$ cat src/rtl/mem_ctrl_arbiter.sv
// Byte-wide RAM port arbiter between the IF fetch stream and MEM-stage loads/stores.
// MEM accesses are split into little-endian byte beats; IF is served only while the port is idle.
module mem_ctrl_arbiter #(
  parameter int RAM_ADDR_W = 17
) (
  input  logic                  clk,
  input  logic                  rst,
  input  logic                  if_request_i,
  input  logic [31:0]           if_addr_i,
  input  logic [1:0]            mem_request_i,
  input  logic [1:0]            mem_width_i,
  input  logic [31:0]           mem_addr_i,
  input  logic [31:0]           mem_wdata_i,
  output logic [31:0]           mem_rdata_o,
  output logic                  mem_done_o,
  output logic                  mem_busy_o,
  output logic [7:0]            mem_ctrl_data_o,
  output logic [1:0]            if_or_mem_o,
  output logic [RAM_ADDR_W-1:0] ram_addr_o,
  output logic                  ram_wr_o,
  output logic [7:0]            ram_dout_o,
  input  logic [7:0]            ram_din_i
);

  typedef enum logic [2:0] {IDLE, MEM_RD, MEM_TAIL, MEM_WR, DONE} state_e;

  state_e                  state_q, state_d;
  logic [RAM_ADDR_W-1:0]   addr_q, addr_d;
  logic [31:0]             wdata_q, wdata_d;
  logic [31:0]             rdata_q, rdata_d;
  logic [1:0]              cnt_q, cnt_d;
  logic [1:0]              last_q, last_d;
  logic                    ifPending_q, ifPending_d;
  logic                    memReq;
  logic [1:0]              rdIdx;
  logic                    unusedAddrBits;

  // Gated by rst so nothing looks requested while reset is held.
  assign memReq = rst & ((mem_request_i == 2'b01) | (mem_request_i == 2'b10));
  assign rdIdx  = cnt_q - 2'd1;
  assign unusedAddrBits = ^{if_addr_i[31:RAM_ADDR_W], mem_addr_i[31:RAM_ADDR_W]};

  assign mem_ctrl_data_o = ram_din_i;
  assign mem_rdata_o     = rdata_q;

  always_ff @(posedge clk or negedge rst) begin
    if (!rst) begin
      state_q     <= IDLE;
      addr_q      <= '0;
      wdata_q     <= '0;
      rdata_q     <= '0;
      cnt_q       <= '0;
      last_q      <= '0;
      ifPending_q <= 1'b0;
    end else begin
      state_q     <= state_d;
      addr_q      <= addr_d;
      wdata_q     <= wdata_d;
      rdata_q     <= rdata_d;
      cnt_q       <= cnt_d;
      last_q      <= last_d;
      ifPending_q <= ifPending_d;
    end
  end

  always_comb begin
    state_d     = state_q;
    addr_d      = addr_q;
    wdata_d     = wdata_q;
    rdata_d     = rdata_q;
    cnt_d       = cnt_q;
    last_d      = last_q;
    ifPending_d = 1'b0;
    case (state_q)
      IDLE: begin
        if (memReq) begin
          addr_d  = mem_addr_i[RAM_ADDR_W-1:0];
          wdata_d = mem_wdata_i;
          rdata_d = '0;
          cnt_d   = '0;
          case (mem_width_i)
            2'b00:   last_d = 2'd0;
            2'b01:   last_d = 2'd1;
            default: last_d = 2'd3;
          endcase
          state_d = (mem_request_i == 2'b01) ? MEM_RD : MEM_WR;
        end else if (if_request_i) begin
          ifPending_d = 1'b1;
        end
      end
      MEM_RD: begin
        // The byte arriving now belongs to the previous beat; cnt wraps so TAIL lands on last_q.
        if (cnt_q != 2'd0) rdata_d[{rdIdx, 3'b000} +: 8] = ram_din_i;
        cnt_d = cnt_q + 2'd1;
        if (cnt_q == last_q) state_d = MEM_TAIL;
      end
      MEM_TAIL: begin
        rdata_d[{rdIdx, 3'b000} +: 8] = ram_din_i;
        state_d = DONE;
      end
      MEM_WR: begin
        cnt_d = cnt_q + 2'd1;
        if (cnt_q == last_q) state_d = DONE;
      end
      DONE:    state_d = IDLE;
      default: state_d = IDLE;
    endcase
  end

  always_comb begin
    ram_addr_o  = '0;
    ram_wr_o    = 1'b0;
    ram_dout_o  = '0;
    mem_done_o  = 1'b0;
    mem_busy_o  = 1'b1;
    if_or_mem_o = 2'b00;
    case (state_q)
      IDLE: begin
        mem_busy_o = memReq;
        if (rst && !memReq && if_request_i) ram_addr_o = if_addr_i[RAM_ADDR_W-1:0];
        if (ifPending_q) if_or_mem_o = 2'b01;
      end
      MEM_RD: begin
        ram_addr_o = addr_q + RAM_ADDR_W'(cnt_q);
        if (cnt_q != 2'd0) if_or_mem_o = 2'b10;
      end
      MEM_TAIL: if_or_mem_o = 2'b10;
      MEM_WR: begin
        ram_addr_o = addr_q + RAM_ADDR_W'(cnt_q);
        ram_wr_o   = 1'b1;
        ram_dout_o = wdata_q[{cnt_q, 3'b000} +: 8];
      end
      DONE:    mem_done_o = 1'b1;
      default: mem_busy_o = 1'b1;
    endcase
  end

endmodule

$ cat config.mk
export PLATFORM = sky130hd
export DESIGN_NAME = mem_ctrl_arbiter
export DESIGN_NICKNAME = d
export VERILOG_FILES = /design/src/rtl/mem_ctrl_arbiter.sv
export SDC_FILE = /design/constraint.sdc
export NUM_CORES = 1
export LEC_CHECK = 0
export CAP_MARGIN = 5
export CORE_MARGIN = 2
export CORE_UTILIZATION = 44
export DETAILED_ROUTE_END_ITERATION = 6
export PLACE_DENSITY = 0.81
export SYNTH_ARGS = -nofsm -noshare
export SYNTH_HDL_FRONTEND = slang
export SYNTH_SLANG_ARGS = --single-unit
$ cat constraint.sdc
create_clock -name clk -period 2.8 [get_ports clk]
set_clock_uncertainty 0.1 [all_clocks]
set_input_delay 0.56 -clock clk [delete_from_list [all_inputs] [get_ports clk]]
set_output_delay 0.56 -clock clk [all_outputs]
set_load 0.02 [all_outputs]
==> metrics.csv, run 1 <==
stage;metric;value;unit
layout;multiInputGateArea;2100;sq um
synth;synth-seq-cells;89;
min_path;hold_path.class;reg -> reg;
synth;synth_cell_types;50;
clock_network;clock-sinks;89;
detailed_routing;dr.first_iter.drc_count;167;
global_routing;antenna_found_initial;0;
global_routing;grt_overflow;0;
detailed_routing;first_pass_iters;4;
die;die-area;11100;sq um
global_routing;grt_max_degree;90;
clock_network;cts_root_buf;clkbuf_8;
placement;dp.cells;673;
placement;preCtsSetupSlack;-0.399;ns
die;start_util;44.6;%
worst_setup_path;critPathSlowestCell;or4b_1;
sta;rsz0062_at_grt;yes;
detailed_routing;via_count;3658;
sta;timing.final.ws_setup;0.0169;ns
die;die_h;106;um
worst_setup_path;startpoint;cnt_q[0]$_DFFE_PN0P_;
synth;synthesis.nets;505;
clock_network;insertion_delay;0.35;ns
min_path;whs_path_depth;1;
sta;fmax;0.359;GHz
sta;fin_crit;2.78;ns
synth;synth_area;4540;sq um
worst_setup_path;crit-reg2reg-launch;cnt_q[0]$_DFFE_PN0P_;
clock_network;cts.path.max_buffers;2;
outcome;status;finished clean;
global_routing;grt_pass1_vias;3759;
worst_setup_path;critPathArrivalTime;2.12;ns
detailed_routing;wire_per_inst;16.4;um
detailed_routing;viasPerCell;5.30;
worst_setup_path;startpoint_type;flip-flop;
detailed_routing;drc;0;
sta;worst_pin_slew;1.09;ns
pwr;p_switching;2.30;mW
job;maxCapViolCount;0;
synth;avgSynthCellArea;11.8;sq um
detailed_routing;routed_wl;11.3;mm
layout;antennaDiodeCount;0;
sta;final_hold_viol_count;0;
layout;syn2layout_area_growth;42.8;%
pwr;seqPwrFrac;34.7;%
worst_setup_path;slowest_delay;0.46;ns
worst_setup_path;path_depth;7;
synth;synth_top_area_share;49.1;%
min_path;hp-start;mem_rdata_o[18]$_DFFE_PN0P_;
detailed_routing;ant_nets;0;
pwr;pwr-share-clk;16.6;%
synth;synth_edf_count;0;
synth;synth_common_cells;dfrtp_1, mux2_2, nand2_1;
layout;regArea;2230;sq um
synth;netlist_instances;386;
layout;layout.nets;668;
worst_setup_path;cp-end-kind;primary output;
layout;drive_above_1_share;27.3;%
sta;timing.slew.headroom;27.5;%
clock_network;cts_made_buffers;9;
pwr;p_int;3.84;mW
placement;hpwl;8.43;mm
die;rows;37;
die;io_pins;181;
worst_setup_path;cp_common_cell;nand3_1;
synth;synth_area_leader_cell;dfrtp_1;
synth;async_flop_share;100;%
pwr;power.share.combinational;48.7;%
clock_network;h-tree-depth;3;
pwr;vdd_drop_max;0.529;mV
die;die_w;106;um
pwr;leakagePower;2.84;nW
synth;yosys_warnings;0;
sta;setup_tns;0;ns
sta;period_share;99.4;%
layout;n_fill_cell;846;
die;coreArea;10200;sq um
global_routing;grt_first_pass_wirelength;18.3;mm
placement;place_congestion;0.867;
layout;post-route-util;63.6;%
worst_setup_path;reg2regPathDepth;8;
layout;stdcell_count;690;
synth;synthFlopType;dfrtp_1;
pwr;p_per_area;947;nW/um^2
synth;yosysMostFrequentCell;dfrtp_1;
global_routing;grt_usage;20.9;%
worst_setup_path;worst-endpoint-required;2.14;ns
sta;worst_hold_slack;0.402;ns
worst_setup_path;crit_type;reg -> out;
clock_network;tritoncts;yes;
worst_setup_path;path_max_fanout;3;
worst_setup_path;critical-path-top-delay-family;simple AND/OR/NAND/NOR gates;
sta;setup_viol;0;
worst_setup_path;timing.critical_path.buf_inv;1;
placement;io_buffers;150;
synth;synth_area_leaders;dfrtp_1, mux2_2, mux4_2;
clock_network;path_clk_slew;0.08;ns
pwr;sw_frac_of_total;37.5;%
sta;slew_violations;0;
worst_setup_path;cp_cell_sequence;ha_2, fa_2, nand3_1, nor2_1, or4b_1, nand3_1, buf_4;
synth;synth_seq_area_share;49.1;%
[worst paths after layout]
kind / endpoint / slack [ns]
min in group asynchronous: mem_rdata_o[1]$_DFFE_PN0P_ / 0.43
setup / recovery: ram_addr_o[14] / 0.02
max in group asynchronous: cnt_q[1]$_DFFE_PN0P_ / 1.43
setup reg to reg: mem_rdata_o[26]$_DFFE_PN0P_ / 0.52
hold / removal: mem_rdata_o[18]$_DFFE_PN0P_ / 0.40
hold reg to reg: mem_rdata_o[18]$_DFFE_PN0P_ / 0.40
[state kept, by name (all words and copies together), names as in the netlist]
name,count
ifPending_q,1
wdata_q,32
last_q,2
addr_q,17
mem_rdata_o,32
cnt_q,2
state_q,3
[cells by family after synthesis]
family / synth area share, %
compound gates: 8.71
fa+ha+maj: 2.37
xor+xnor: 2.90
buf+inv: 5.62
simple gates: 12.7
flops: 49.1
mux: 18.6
[through the flow]
step	area (sq um)	total power, mW
4_1_cts	6490	6.15
3_5_place_dp	6270	5.16
2_1_floorplan	4540	3.95
5_1_grt	6480	6.53
3_3_place_gp	6270	5.03
6_report	6480	6.14
[final cells by class]
type	count	area share [%]
Multi-Input combinational cell	251	32.4
Tap cell	136	2.62
Inverter	16	0.926
Clock inverter	6	1.51
Timing Repair Buffer	182	26.0
Sequential cell	89	34.4
Clock buffer	10	2.12
[cells in the final DEF, fill, tap and decap left out, types with 10 or more instances in the layout]
| cell type | netlist | routed |
|---|---|---|
| clkdlybuf4s50_1 | 0 | 121 |
| dfrtp_1 | 89 | 87 |
| mux2_2 | 58 | 58 |
| buf_4 | 10 | 35 |
| nand2_1 | 34 | 32 |
| nor2_1 | 17 | 17 |
| inv_1 | 15 | 15 |
| buf_2 | 10 | 13 |
| o21ai_0 | 14 | 11 |
| and3_1 | 10 | 10 |
| nand3_1 | 10 | 10 |
| a22o_1 | 10 | 10 |
| clkbuf_8 | 1 | 10 |
[layer usage]
layer / vias up / wire length, um / global-route usage [%]
li1: 1705 / - / -
met1: 1786 / 4690 / 26.6
met2: 143 / 5610 / 34.8
met3: 24 / 728 / 4.08
met4: 0 / 303 / 8.74
met5: - / 0 / 0
[repair_timing]
item                                    CTS  global route
buffers inserted                          0             1
pin swaps                                 0             1
hold buffers                              0             0
gates resized for setup                  93            24
endpoints found under the setup margin   27            18
[power groups by stage]
stage	sequential (mW)	clock [mW]	combinational [mW]
finish	2.13	1.02	2.99
global route	2.20	1.09	3.24
CTS	2.13	1.04	2.98
detailed placement	2.14	0	3.02
global placement	2.10	0	2.92
floorplan	2.13	0	1.82
Note: power is estimated with default switching activity, not from simulation.
==> run 2, diff against run 1 <==
--- a/config.mk
+++ b/config.mk
@@ -5,11 +5,12 @@
 export SDC_FILE = /design/constraint.sdc
 export NUM_CORES = 1
 export LEC_CHECK = 0
+export ABC_CLOCK_PERIOD_IN_PS = 2550
 export CAP_MARGIN = 5
 export CORE_MARGIN = 2
-export CORE_UTILIZATION = 44
+export CORE_UTILIZATION = 40
 export DETAILED_ROUTE_END_ITERATION = 6
-export PLACE_DENSITY = 0.81
+export PLACE_DENSITY = 0.78
 export SYNTH_ARGS = -nofsm -noshare
 export SYNTH_HDL_FRONTEND = slang
 export SYNTH_SLANG_ARGS = --single-unit
==> constraint.sdc (replaced) <==
create_clock -name clk -period 2.55 [get_ports clk]
set_clock_uncertainty 0.1 [all_clocks]
set_input_delay 0.51 -clock clk [delete_from_list [all_inputs] [get_ports clk]]
set_output_delay 0.51 -clock clk [all_outputs]
set_load 0.02 [all_outputs]
==> run 2 against run 1 <==
- clock power grew 33%
- routed wire length is 3.1% higher
- the flow now finishes with violations (negative setup slack)
- via count is 1.7% higher
- die area up 9.6%
- setup slack got worse by 0.073 ns
- critical endpoint unchanged
- power increased by 19%
- non-clock buffer count increased by 26
==> metrics.csv, run 2 (same netlist as run 1, synthesis figures left out) <==
stage;metric;value;unit;change
worst_setup_path;r2r_end;mem_rdata_o[25]$_DFFE_PN0P_;;was mem_rdata_o[26]$_DFFE_PN0P_
pwr;vdd_drop_max;0.503;mV;was 0.529 mV
global_routing;grt_pass1_vias;3933;;was 3759
die;coreArea;10900;sq um;was 10200 sq um
layout;postLayoutCellArea;6870;sq um;was 6480 sq um
outcome;violations;negative setup slack;;
worst_setup_path;path_depth;7;;unchanged
worst_setup_path;crit_type;reg -> out;;unchanged
detailed_routing;ant_nets;0;;unchanged
placement;preCtsSetupSlack;-0.526;ns;was -0.399 ns
clock_network;path_clk_slew;0.07;ns;was 0.08 ns
clock_network;cts_root_buf;clkbuf_16;;was clkbuf_8
detailed_routing;dr.first_iter.drc_count;184;;was 167
die;start_util;41.5;%;was 44.6%
pwr;leakagePower;3.01;nW;was 2.84 nW
worst_setup_path;reg2regPathDepth;9;;was 8
layout;regArea;2230;sq um;about the same
global_routing;grt_first_pass_wirelength;19.4;mm;was 18.3 mm
detailed_routing;first_pass_iters;4;;unchanged
die;rows;38;;was 37
layout;post-route-util;62.8;%;was 63.6%
outcome;status;finished with violations;;was finished clean
die;io_pins;181;;unchanged
placement;dp.cells;694;;was 673
worst_setup_path;cp_cell_sequence;ha_4, fa_2, nand3_2, nor2_1, or4b_4, nand3_2, buf_6;;was ha_2, fa_2, nand3_1, nor2_1, or4b_1, nand3_1, buf_4
clock_network;h-tree-depth;3;;unchanged
detailed_routing;drc;0;;unchanged
detailed_routing;wire_per_inst;16.2;um;was 16.4 um
layout;multiInputGateArea;2160;sq um;was 2100 sq um
layout;n_fill_cell;933;;was 846
die;die-area;12200;sq um;was 11100 sq um
placement;hpwl;8.49;mm;was 8.43 mm
clock_network;insertion_delay;0.33;ns;was 0.35 ns
layout;antennaDiodeCount;0;;unchanged
worst_setup_path;path_max_fanout;4;;was 3
layout;syn2layout_area_growth;51.3;%;was 42.8%
sta;setup_tns;-0.195;ns;was 0 ns
layout;final_common_cell;clkdlybuf4s50_1;;unchanged
sta;slew_violations;0;;unchanged
placement;place_area;6420;sq um;was 6270 sq um
worst_setup_path;startpoint_type;flip-flop;;unchanged
sta;period_share;102;%;
clock_network;clock-sinks;89;;unchanged
sta;timing.final.ws_setup;-0.0560;ns;was 0.0169 ns
sta;final_hold_viol_count;0;;unchanged
worst_setup_path;critPathSlowestCell;or4b_4;;was or4b_1
global_routing;antenna_found_initial;0;;unchanged
worst_setup_path;critPathArrivalTime;2.00;ns;was 2.12 ns
min_path;hold_path.class;reg -> reg;;unchanged
clock_network;cts_made_buffers;9;;unchanged
worst_setup_path;worst-endpoint-required;1.94;ns;was 2.14 ns
sta;fin_crit;2.61;ns;
worst_setup_path;cp-end-kind;primary output;;unchanged
layout;layout.nets;694;;was 668
clock_network;tritoncts;yes;;unchanged
min_path;whs_path_depth;1;;unchanged
job;maxCapViolCount;0;;unchanged
sta;rsz0062_at_grt;yes;;unchanged
pwr;p_total;7.33;mW;was 6.14 mW
sta;setup_viol;6;;was 0
sta;worst_hold_slack;0.397;ns;was 0.402 ns
layout;layout_common_cells;clkdlybuf4s50_1, dfrtp_1, buf_4, mux2_2, nand2_1;;was clkdlybuf4s50_1, dfrtp_1, mux2_2, buf_4, nand2_1
worst_setup_path;r2r_setup_slack;0.25;ns;was 0.52 ns
detailed_routing;via_count;3721;;was 3658
worst_setup_path;crit-reg2reg-launch;cnt_q[1]$_DFFE_PN0P_;;was cnt_q[0]$_DFFE_PN0P_
sta;fmax;0.384;GHz;
worst_setup_path;slowest_delay;0.47;ns;was 0.46 ns
pwr;p_per_area;1070;nW/um^2;was 947 nW/um^2
global_routing;grt_usage;19.5;%;was 20.9%
detailed_routing;viasPerCell;5.17;;was 5.30
placement;io_buffers;150;;unchanged
die;die_h;111;um;was 106 um
worst_setup_path;startpoint;addr_q[0]$_DFFE_PN0P_;;was cnt_q[0]$_DFFE_PN0P_
worst_setup_path;timing.critical_path.buf_inv;1;;unchanged
worst_setup_path;endpoint;ram_addr_o[14];;unchanged
layout;stdcell_count;720;;was 690
clock_network;cts.path.max_buffers;2;;unchanged
global_routing;grt_max_degree;89;;was 90
sta;worst_pin_slew;1.09;ns;about the same
placement;place_congestion;0.791;;was 0.867
worst_setup_path;critical-path-top-delay-family;simple AND/OR/NAND/NOR gates;;unchanged
detailed_routing;routed_wl;11.7;mm;was 11.3 mm
sta;timing.slew.headroom;27.5;%;about the same
global_routing;grt_overflow;0;;unchanged
worst_setup_path;cp_common_cell;nand3_2;;was nand3_1
die;die_w;111;um;was 106 um
layout;drive_above_1_share;33.1;%;was 27.3%
-- run 2: cell type report --
cell class              instances  share of cell area [%]
clock buffers                  11                    3.68
flip-flops and latches         89                    32.5
inverters                      16                   0.875
repair buffers                208                    28.0
clock inverters                 5                   0.893
well taps                     140                    2.55
multi-input cells             251                    31.5
-- run 2: per-layer routing --
metal / track usage (%) / up-vias / routed length, um
met1: 24.3 / 1803 / 4820
met4: 4.17 / 0 / 117
met2: 33.9 / 137 / 6000
li1: - / 1770 / -
met3: 5.27 / 11 / 745
met5: 0 / - / 0
-- run 2: where the power goes --
part / switching (mW) / internal [mW]
logic: 1.72 / 1.93
clock network: 0.544 / 0.816
registers: 0.364 / 1.95
-- run 2: how the worst min path moves through the flow --
| stage | from | end |
|---|---|---|
| final | mem_rdata_o[20]$_DFFE_PN0P_ | mem_rdata_o[20]$_DFFE_PN0P_ |
| after global routing | rst | ifPending_q$_DFF_PN0_ |
| after CTS | mem_rdata_o[20]$_DFFE_PN0P_ | mem_rdata_o[20]$_DFFE_PN0P_ |
| after detailed placement | rst | ifPending_q$_DFF_PN0_ |
| after global placement | rst | ifPending_q$_DFF_PN0_ |
| after floorplan | rst | addr_q[0]$_DFFE_PN0P_ |
-- run 2: what timing repair did --
action,in CTS,in global routing
gates resized for setup,156,17
endpoints found under the setup margin,28,17
hold endpoints to repair,1,0
setup buffers,6,2
pin swaps,9,11
hold buffers,1,0
cloned,1,0
